### src/rtl/ext_pkg.sv
// rtl/ext_pkg.sv - shared immediate-extension mode and buffer state types
package ext_pkg;

  localparam int EXT_MODE_W = 2;

  typedef enum logic [EXT_MODE_W-1:0] {
    EXT_SIGN  = 2'b00,
    EXT_ZERO  = 2'b01,
    EXT_UPPER = 2'b10,
    EXT_SHL2  = 2'b11
  } ext_mode_t;

  // Occupancy of the main/skid register pair.
  typedef enum logic [1:0] {
    ST_EMPTY = 2'b00,
    ST_ONE   = 2'b01,
    ST_FULL  = 2'b10
  } buf_state_t;

endpackage

### src/rtl/ext_core.sv
// rtl/ext_core.sv - combinational immediate extender (sign/zero/upper/shl2)
module ext_core
  import ext_pkg::*;
#(
  parameter int IN_W  = 16,
  parameter int OUT_W = 32
) (
  input  logic [IN_W-1:0]       in_data,
  input  logic [EXT_MODE_W-1:0] in_mode,
  output logic [OUT_W-1:0]      ext_data
);

  logic [OUT_W-1:0] sext;
  ext_mode_t        mode;

  assign sext = {{(OUT_W-IN_W){in_data[IN_W-1]}}, in_data};
  assign mode = ext_mode_t'(in_mode);

  // Select the widened form of the field for the requested mode.
  always_comb begin
    ext_data = '0;
    case (mode)
      EXT_SIGN:  ext_data = sext;
      EXT_ZERO:  ext_data = {{(OUT_W-IN_W){1'b0}}, in_data};
      EXT_UPPER: ext_data = {in_data, {(OUT_W-IN_W){1'b0}}};
      EXT_SHL2:  ext_data = {sext[OUT_W-3:0], 2'b00};
      default:   ext_data = sext;
    endcase
  end

endmodule

### src/rtl/imm_extend_stage.sv
// rtl/imm_extend_stage.sv - registered immediate extender with 2-entry skid buffer
module imm_extend_stage
  import ext_pkg::*;
#(
  parameter int IN_W  = 16,
  parameter int OUT_W = 32
) (
  input  logic                  clk,
  input  logic                  rst_n,
  input  logic                  in_valid,
  output logic                  in_ready,
  input  logic [IN_W-1:0]       in_data,
  input  logic [EXT_MODE_W-1:0] in_mode,
  output logic                  out_valid,
  input  logic                  out_ready,
  output logic [OUT_W-1:0]      out_data,
  output logic [EXT_MODE_W-1:0] out_mode
);

  if (IN_W < 2) begin : g_bad_in_w
    $error("imm_extend_stage: IN_W must be at least 2");
  end
  if (OUT_W < IN_W + 2) begin : g_bad_out_w
    $error("imm_extend_stage: OUT_W must be at least IN_W + 2");
  end

  logic [OUT_W-1:0]      ext_data;
  logic [OUT_W-1:0]      main_data;
  logic [OUT_W-1:0]      skid_data;
  logic [EXT_MODE_W-1:0] main_mode;
  logic [EXT_MODE_W-1:0] skid_mode;
  buf_state_t            state_q;
  buf_state_t            state_d;
  logic                  skid_valid;
  logic                  acc;
  logic                  pop;
  logic                  load_main;
  logic                  load_skid;
  logic                  move_skid;

  ext_core #(
    .IN_W  (IN_W),
    .OUT_W (OUT_W)
  ) u_ext_core (
    .in_data  (in_data),
    .in_mode  (in_mode),
    .ext_data (ext_data)
  );

  // Ready and valid come straight from the state register; no path from out_ready.
  assign skid_valid = (state_q == ST_FULL);
  assign in_ready   = !skid_valid;
  assign out_valid  = (state_q != ST_EMPTY);
  assign out_data   = main_data;
  assign out_mode   = main_mode;

  assign acc = in_valid & in_ready;
  assign pop = out_valid & out_ready;

  // Next occupancy and which register each beat moves into.
  always_comb begin
    state_d   = state_q;
    load_main = 1'b0;
    load_skid = 1'b0;
    move_skid = 1'b0;
    case (state_q)
      ST_EMPTY: begin
        if (acc) begin
          state_d   = ST_ONE;
          load_main = 1'b1;
        end
      end
      ST_ONE: begin
        if (acc && pop) begin
          load_main = 1'b1;
        end else if (acc) begin
          state_d   = ST_FULL;
          load_skid = 1'b1;
        end else if (pop) begin
          state_d   = ST_EMPTY;
        end
      end
      ST_FULL: begin
        if (pop) begin
          state_d   = ST_ONE;
          move_skid = 1'b1;
        end
      end
      default: state_d = ST_EMPTY;
    endcase
  end

  // State and beat storage; beats are captured already extended.
  always_ff @(posedge clk or negedge rst_n) begin
    if (!rst_n) begin
      state_q   <= ST_EMPTY;
      main_data <= '0;
      main_mode <= '0;
      skid_data <= '0;
      skid_mode <= '0;
    end else begin
      state_q <= state_d;
      if (load_main) begin
        main_data <= ext_data;
        main_mode <= in_mode;
      end else if (move_skid) begin
        main_data <= skid_data;
        main_mode <= skid_mode;
      end
      if (load_skid) begin
        skid_data <= ext_data;
        skid_mode <= in_mode;
      end
    end
  end

endmodule

### config.mk
export PLATFORM = sky130hd
export DESIGN_NAME = imm_extend_stage
export DESIGN_NICKNAME = d
export VERILOG_FILES = /design/src/rtl/ext_pkg.sv /design/src/rtl/ext_core.sv /design/src/rtl/imm_extend_stage.sv
export SDC_FILE = /design/constraint.sdc
export NUM_CORES = 1
export LEC_CHECK = 0
export CAP_MARGIN = 15
export CORE_UTILIZATION = 45
export CTS_CLUSTER_DIAMETER = 120
export DETAILED_ROUTE_END_ITERATION = 12
export PLACE_DENSITY_LB_ADDON = 0.08
export SETUP_SLACK_MARGIN = 0.5
export SYNTH_ARGS = -nofsm -noshare
export SYNTH_HDL_FRONTEND = slang
export SYNTH_SLANG_ARGS = --single-unit
### constraint.sdc
create_clock -name clk -period 1.65 [get_ports clk]
set_clock_uncertainty 0.15 [all_clocks]
set_input_delay 0.2475 -clock clk [delete_from_list [all_inputs] [get_ports clk]]
set_output_delay 0.2475 -clock clk [all_outputs]
set_load 0.01 [all_outputs]
# ---- After elaboration in Yosys (flattened, before gate mapping)
# Cells that the tools add are included.
dict set report totals {
  ff_bits 70
  inputBits 22
  output_inout_bits 36
  word_cells 41
}
dict set report classes {
  eq_ne 9
  muxes 18
  bitwise_logic 2
  reduce_logical 7
}
# operator n
set op_table {}
lappend op_table {{$pmux W32 S4} 1}
lappend op_table {{$mux W32} 2}
lappend op_table {{$mux W2} 7}
lappend op_table {{$eq A2 B2 Y1 const B} 3}
lappend op_table {{$mux W1} 6}
lappend op_table {{$pmux W2 S3} 1}
lappend op_table {{$eq A2 B1 Y1 const B} 2}
lappend op_table {{$logic_not A2 Y1} 2}
lappend op_table {{$ne A2 B2 Y1 const B} 2}
lappend op_table {{$reduce_and A4 Y1} 1}
lappend op_table {{$reduce_bool A2 Y1} 2}
lappend op_table {{$ne A3 B3 Y1 const B} 1}
lappend op_table {{$and A1 B1 Y1} 2}
lappend op_table {{$ne A2 B1 Y1 const B} 1}
lappend op_table {{$pmux W1 S2} 1}
lappend op_table {{$logic_and A1 B1 Y1} 1}
lappend op_table {{$logic_not A1 Y1} 1}

# ---- Depth between registers and ports, before layout
# Gate-level depths: netlist of run 1.
dict set report logic_depth {
  depth_word 7
  depth_mapped 6
  ltp_nobuf 3
}

# ---- Hierarchy
# From an unflattened synthesis of run 1, not the netlist that was laid out.
dict set report unflattened {
  hier_cells 347
  hier_area_um2 3801.1
}
# module n_inst cells_per_inst area_per_inst_um2 seq_area_each_um2
set modules_own_cells {}
lappend modules_own_cells {imm_extend_stage 1 287 3289.4 1751.7}
lappend modules_own_cells {ext_core 1 60 511.7 0.0}

# ---- Worst setup path before layout of run 1
# No wires, ideal clock.
dict set report synth_path {
  path_type {register to register}
  start {register state_q[1]}
  end {register main_data[23] (netlist: out_data[23])}
  setup_ps 132
  arrival_ps 1207
  required_time_ps 1368
  slack_ps 161
  path_stages_with_launch 6
  n_path_buf 2
  synth_period_minus_slack_ps 1489
  path_cell_list {dfrtp_1 > buf_6 > nand2b_1 > nor3_2 > buf_4 > a32oi_1}
}
dict set report synth_between {
  elab_chain_len 7
  word_cells_on_any_way 15
  cone_classes {eq/ne (2); mux (6); bitwise (2); reduce/logical (5)}
}
# element line_no
set synth_lines {}
lappend synth_lines {{from (decl)} imm_extend_stage.sv:32} ;# buf_state_t state_q;
lappend synth_lines {{from (signal assigned)} imm_extend_stage.sv:102} ;# state_q <= state_d;
lappend synth_lines {{$eq A2 B2 Y1} {imm_extend_stage.sv:51, imm_extend_stage.sv:66}}
lappend synth_lines {{$logic_not A1 Y1} imm_extend_stage.sv:52} ;# assign in_ready = !skid_valid;
lappend synth_lines {{$and A1 B1 Y1} imm_extend_stage.sv:57} ;# assign acc = in_valid & in_ready;
lappend synth_lines {{$logic_and A1 B1 Y1} imm_extend_stage.sv:74} ;# if (acc && pop) begin
lappend synth_lines {{$mux W1} imm_extend_stage.sv:74}
lappend synth_lines {{$pmux W1 S2} imm_extend_stage.sv:66} ;# case (state_q)
lappend synth_lines {{$mux W32 / $reduce_bool A2 Y1 (equally long branches)} -}
lappend synth_lines {{to (signal assigned)} imm_extend_stage.sv:104} ;# main_data <= ext_data;
lappend synth_lines {{to (signal assigned)} imm_extend_stage.sv:107} ;# main_data <= skid_data;
lappend synth_lines {{to (decl)} imm_extend_stage.sv:28} ;# logic [OUT_W-1:0] main_data;
# Parallel ways exist; a longest one is shown, timed or not.
# A chain may end at the register's enable or synchronous reset.

# ---- Final worst setup path of run 1
dict set report layout_path {
  start {register state_q[0]}
  end {register main_data[18] (netlist: out_data[18])}
}
# The elaborated chain is that of the path after synthesis.

==> results.sh, run 1 <==
export IMPL_status="finished clean"
export IMPL_dp_slack_ns=-0.2823
export IMPL_io_pins=58
export IMPL_n_fill_cell=622
export IMPL_wl_per_cell_um=15.80
export IMPL_fp_row_count=31
export IMPL_finalSetupTns_ns=0
export IMPL_syn_to_final_growth_pct=39.52
export IMPL_yosys_area_top_type_share_pct=51.76
export IMPL_timing_fmax_ghz=0.6194
export IMPL_finalNetCount=465
export IMPL_portBuffers=57
export IMPL_syn_nets=357
export IMPL_fin_area_mm2=0.004722
export IMPL_initial_core_util_pct=46.66
export IMPL_fin_crit_sh_pct=97.84
export IMPL_synthArstFlopShare_pct=100.0
export IMPL_grt_max_degree=38
export IMPL_ys_flop_type="dfrtp_1"
export IMPL_drc=0
export IMPL_max_vdd_ir_drop_uv=534.0
export IMPL_yosysWarnings=0
export IMPL_slew_headroom_pct=74.70
export IMPL_drt_iter0_drc=148
export IMPL_drive_gt1_share_pct=33.04
export IMPL_cp_required_ns=1.78
export IMPL_yosysMostFrequentCell="dfrtp_1"
export IMPL_via_count=2791
export IMPL_worstMarginPinSlew_ns=0.3778
export IMPL_clkSlewWorstSetupHoldPaths_ns=0.08
export IMPL_power_density_mw_per_mm2=1261
export IMPL_critPathMaxFanout=8
export IMPL_core_area_mm2=0.007253
export IMPL_totalWireLength_mm=8.644
export IMPL_die_area_mm2=0.007872
export IMPL_clk_root_buffer_cell="clkbuf_8"
export IMPL_crit_family="buffers and inverters"
export IMPL_grt_use_total_pct=23.49
export IMPL_via_per_inst=5.102
export IMPL_antenna_cells=0
export IMPL_dr_pass1_iters=4
export IMPL_overflow=0
export IMPL_synth_cell_types=30
export IMPL_avgSynthCellArea_um2=10.10
export IMPL_path_cells="buf_6 > buf_6 > and3b_2 > clkbuf_16 > nand2_2 > a32oi_1"
export IMPL_worst_skew_pair_late_latency_ns=0.36
export IMPL_cts_buffer_depth=2
export IMPL_dp_hpwl_mm=5.543
export IMPL_grt_pass1_wl_mm=13.61
export IMPL_cts_tree="done"
export IMPL_maxCapViolCount=0
export IMPL_fin_crit_ns=1.614
export IMPL_cpMostUsedCell="buf_6"
export IMPL_critPathMaxStageDelay_ns=0.43
export IMPL_start_kind="flop"
export IMPL_rsz0062_at_grt="yes"
export IMPL_final_cells=547
export IMPL_htree_levels=3
export IMPL_end_kind="flop"
export IMPL_dp_cells=499
export IMPL_yosysTopAreaCell="dfrtp_1"
export IMPL_r2r_slack_ns=0.04
export IMPL_place_congestion=0.7815
export IMPL_netlist_instances=335
export IMPL_r2r_start="state_q[0]"
export IMPL_drv_slew=0
export IMPL_synthTopCellsByCount="dfrtp_1 (70), nand2_1 (57), mux2i_1 (35), o21ai_0 (33), a21oi_1 (30)"
export IMPL_r2r_cells=6
export IMPL_cts_buffers_inserted=9
export IMPL_fp_dieW_um=88.73
export IMPL_placed_area_mm2=0.004242
export IMPL_ant_nets=0
export IMPL_numClockSinks=70
export IMPL_hold_path_class="in2async"
export IMPL_critPathBufInv=3
export IMPL_yosys_top_cells_area="dfrtp_1 (52%), mux2i_1 (10%), nand2_1 (6.3%), nor2b_1 (5.4%), o21ai_0 (4.9%)"
export IMPL_yosysSeqAreaShare_pct=51.76
export IMPL_path_class="reg2reg"
export IMPL_holdWs_ns=0.1378
export IMPL_timing_final_ws_setup_ns=0.03563
export IMPL_r2r_end="out_data[18]"
export IMPL_syn_area_mm2=0.003384
export IMPL_setup_violations=0
export IMPL_antenna_found_initial=0
export IMPL_synth_seq_cells=70
export IMPL_hold_viol=0
export IMPL_total_power_mw=5.952
export IMPL_synth_edf_count=0
export IMPL_cpMaxStageDelayCell="dfrtp_2"
export IMPL_die_height_um=88.73
export IMPL_leakage_nw=2.329
export IMPL_post_route_util_pct=65.10
export IMPL_cp_data_arrival_time_ns=1.74
export IMPL_grt_pass1_vias=2709
## layer usage
| metal | vias up | GRT usage [%] | wire length [um] |
|---|---|---|---|
| met1 | 1346 | 32.69 | 4129 |
| li1 | 1372 | - | - |
| met2 | 60 | 36.71 | 4113 |
| met5 | - | 0 | 0 |
| met3 | 13 | 3.078 | 221 |
| met4 | 0 | 10.70 | 180 |
## report_power, final
group / switching (mW) / total, mW / internal, mW
Clock: 0.671 / 1.40 / 0.733
Sequential: 0.341 / 2.62 / 2.28
Combinational: 0.883 / 1.93 / 1.04
## repair_timing
item / in CTS / in global routing
buffers inserted: 15 / 12
hold buffers: 1 / 0
endpoints found under the hold margin: 70 / 0
gates cloned: 2 / 2
pin swaps: 0 / 11
endpoints found under the setup margin: 106 / 106
gates resized for setup: 154 / 30
## area by class of cell
cell class                      instances  area [um2]  area share (%)
Sequential cell                        70        1753           37.12
Multi-Input combinational cell        237        1535           32.51
Timing Repair Buffer                  124        1107           23.45
Clock buffer                           10       137.6           2.915
Tap cell                               99       123.9           2.623
Clock inverter                          6       61.31           1.298
Inverter                                1       3.754         0.07949
## flip-flops by register name, summed over array words and instances, names as in the netlist
register,flops
skid_mode,2
out_data,32
skid_data,32
out_mode,2
state_q,2
## worst max path at each step
stage / from / cells past startpoint / slack, ns / to
2_1_floorplan: state_q[0] / 5 / 0.23 / out_data[10]
3_3_place_gp: out_ready / 5 / -0.24 / skid_data[8]
3_5_place_dp: out_ready / 5 / -0.28 / skid_data[14]
4_1_cts: state_q[0] / 2 / 0.05 / out_valid
5_1_grt: state_q[0] / 6 / -0.03 / out_data[18]
6_report: state_q[0] / 6 / 0.04 / out_data[18]
## worst reg2reg max path, cell delays in order, from the launching register on
cell and delay, ns:
dfrtp_2 0.43, buf_6 0.13, buf_6 0.11, and3b_2 0.29, clkbuf_16 0.20, nand2_2 0.05
a32oi_1 0.18
## cell usage in the layout (no fill, tap or decap), types with 3 or more instances in the layout
| master | synthesis | final |
|---|---|---|
| clkbuf_8 | 0 | 10 |
| nand2_4 | 0 | 4 |
| a31oi_1 | 3 | 3 |
| nand2b_1 | 5 | 3 |
| buf_12 | 0 | 7 |
| mux2i_1 | 35 | 35 |
| nand2_2 | 0 | 9 |
| buf_2 | 6 | 32 |
| buf_4 | 8 | 49 |
| dfrtp_1 | 70 | 69 |
| a32oi_1 | 15 | 13 |
| nand2_1 | 57 | 44 |
| nor2b_1 | 29 | 28 |
| o21ai_0 | 33 | 32 |
| clkinv_2 | 0 | 3 |
| nor2_1 | 15 | 15 |
| buf_6 | 6 | 11 |
| clkdlybuf4s50_1 | 0 | 20 |
| a21oi_1 | 30 | 30 |
## cell families (layout without fill, tap and decap cells)
group / after synthesis / after routing / share of synthesized area, %
simple gates: 119 / 119 / 17.71
mux: 36 / 36 / 10.68
buf+inv: 28 / 141 / 5.915
flops: 70 / 70 / 51.76
compound gates: 82 / 82 / 13.94
No activity file was read; power rests on OpenSTA's default activity.
==> inputs of run 2 (changes only) <==
--- a/config.mk
+++ b/config.mk
@@ -6,10 +6,14 @@
 export NUM_CORES = 1
 export LEC_CHECK = 0
 export CAP_MARGIN = 15
-export CORE_UTILIZATION = 45
+export CELL_PAD_IN_SITES_DETAIL_PLACEMENT = 0
+export CELL_PAD_IN_SITES_GLOBAL_PLACEMENT = 1
+export CORE_UTILIZATION = 41
 export CTS_CLUSTER_DIAMETER = 120
 export DETAILED_ROUTE_END_ITERATION = 12
+export GPL_ROUTABILITY_DRIVEN = 0
 export PLACE_DENSITY_LB_ADDON = 0.08
+export RECOVER_POWER = 25
 export SETUP_SLACK_MARGIN = 0.5
 export SYNTH_ARGS = -nofsm -noshare
 export SYNTH_HDL_FRONTEND = slang
==> results.sh, run 2 (synthesized netlist as in run 1, its figures left out) <==
export IMPL_end_kind="flop"
export IMPL_clkSlewWorstSetupHoldPaths_ns=0.08
export IMPL_worstMarginPinSlew_ns=0.8951
export IMPL_drive_gt1_share_pct=41.97
export IMPL_cp_required_ns=1.72
export IMPL_portBuffers=57
export IMPL_path_depth=7
export IMPL_n_fill_cell=637
export IMPL_htree_levels=3
export IMPL_final_cells=569
export IMPL_total_power_mw=6.665
export IMPL_cts_tree="done"
export IMPL_slew_headroom_pct=40.33
export IMPL_drv_slew=0
export IMPL_maxCapViolCount=0
export IMPL_r2r_cells=7
export IMPL_finalNetCount=484
export IMPL_hold_path_class="reg2reg"
export IMPL_pwr_share_clk_pct=24.2
export IMPL_antenna_cells=0
export IMPL_power_density_mw_per_mm2=1265
export IMPL_r2r_slack_ns=0.01
export IMPL_dr_pass1_iters=4
export IMPL_clk_root_buffer_cell="clkbuf_8"
export IMPL_fin_area_mm2=0.005268
export IMPL_core_area_mm2=0.007848
export IMPL_setup_violations=0
export IMPL_grt_pass1_wl_mm=15.88
export IMPL_multi_input_area_mm2=0.001710
export IMPL_post_route_util_pct=67.12
export IMPL_power_frac_comb_pct=35.8
export IMPL_leakage_nw=2.516
export IMPL_ant_nets=0
export IMPL_switching_share_pct=31.65
export IMPL_switching_power_mw=2.109
export IMPL_register_area_mm2=0.001752
export IMPL_worst_skew_pair_late_latency_ns=0.35
export IMPL_drc=0
export IMPL_p_int_mw=4.555
export IMPL_seqPwrFrac_pct=40.0
export IMPL_fin_crit_ns=1.635
export IMPL_via_count=3073
export IMPL_overflow=0
export IMPL_io_pins=58
export IMPL_timing_fmax_ghz=0.6115
export IMPL_numClockSinks=70
export IMPL_layout_commonest_cell="dfrtp_1"
export IMPL_placed_area_mm2=0.004245
export IMPL_path_class="reg2reg"
export IMPL_initial_core_util_pct=43.13
export IMPL_max_vdd_ir_drop_uv=678.7
export IMPL_critPathMaxStageDelay_ns=0.39
export IMPL_fp_dieW_um=92.86
export IMPL_hold_viol=0
export IMPL_wl_per_cell_um=18.24
export IMPL_cpMaxStageDelayCell="dfrtp_1"
export IMPL_die_height_um=92.86
export IMPL_critPathMaxFanout=8
export IMPL_path_cells="buf_6 > buf_6 > nand3b_1 > buf_12 > clkbuf_16 > mux2i_1 > mux2i_1"
export IMPL_grt_use_total_pct=24.06
export IMPL_rsz0062_at_grt="yes"
export IMPL_critPathBufInv=4
export IMPL_antenna_found_initial=0
export IMPL_status="finished clean"
export IMPL_r2r_end="out_data[11]"
export IMPL_via_per_inst=5.401
export IMPL_crit_family="buffers and inverters"
export IMPL_finalSetupTns_ns=0
export IMPL_syn_to_final_growth_pct=55.64
export IMPL_start_kind="flop"
export IMPL_crit_start="state_q[1]"
export IMPL_cts_buffers_inserted=9
export IMPL_fp_row_count=32
export IMPL_dp_cells=502
export IMPL_grt_pass1_vias=3005
export IMPL_fin_crit_sh_pct=99.11
export IMPL_cts_buffer_depth=2
export IMPL_grt_max_degree=71
export IMPL_final_cell_mix="dfrtp_1 (70), buf_4 (52), nand2_1 (36), buf_2 (34), mux2i_1 (33)"
export IMPL_totalWireLength_mm=10.38
export IMPL_cp_data_arrival_time_ns=1.71
export IMPL_drt_iter0_drc=156
export IMPL_cp_endpoint="out_data[11]"
export IMPL_die_area_mm2=0.008622
export IMPL_dp_hpwl_mm=5.526
export IMPL_r2r_start="state_q[1]"
-- run 2: timing repair --
item                       in CTS  in global routing
gates resized for setup       201                 52
pin swaps                      19                 13
setup endpoints to repair     106                106
hold buffers                    1                  0
hold endpoints to repair       70                  0
cloned                          8                  5
setup buffers                  22                 15
-- run 2: worst min-delay path by stage --
stage,startpoint,end,slack (ns),depth (start not counted)
floorplan,rst_n,out_data[0],-0.20,0
global placement,rst_n,state_q[0],0.16,2
detailed placement,rst_n,state_q[0],0.15,2
CTS,rst_n,state_q[0],0.33,3
global route,skid_data[14],skid_data[14],0.37,2
finish,skid_data[2],skid_data[2],0.35,2
-- run 2: power by group through the flow --
stage | logic [mW] | registers, mW | clock network, mW
after floorplan | 0.843 | 2.68 | 0
after global placement | 1.78 | 2.60 | 0
after detailed placement | 1.81 | 2.61 | 0
after CTS | 2.02 | 2.59 | 1.63
after global routing | 2.58 | 2.73 | 1.72
final | 2.39 | 2.66 | 1.61
-- run 2: per-layer routing --
layer | vias to the layer above | GRT usage, % | routed length, um
met5 | - | 0 | 0
met4 | 0 | 9.615 | 238
met3 | 20 | 3.284 | 513
met2 | 101 | 38.48 | 5099
met1 | 1526 | 32.95 | 4530
li1 | 1426 | - | -
-- run 2: through the flow --
stage / setup WS [ns] / hold slack, ns
after global routing: -0.03035 / 0.3730
after floorplan: 0.2270 / -0.1981
after detailed placement: -0.3407 / 0.1531
final: 0.01470 / 0.3507
after CTS: 0.04065 / 0.3286
after global placement: -0.3050 / 0.1570
-- run 2: area by class of cell --
class | instances | area share [%]
clock buffer | 11 | 2.874
timing repair buffer | 142 | 27.36
multi-input combinational | 238 | 32.47
sequential | 70 | 33.25
tap | 102 | 2.423
clock inverter | 5 | 1.544
inverter | 1 | 0.07126
-- run 2: worst min-delay path: cells and delay by family, from the launching register on --
family          cells  cell delay (ns)
simple gates        1             0.04
flops               1             0.36
compound gates      1             0.06
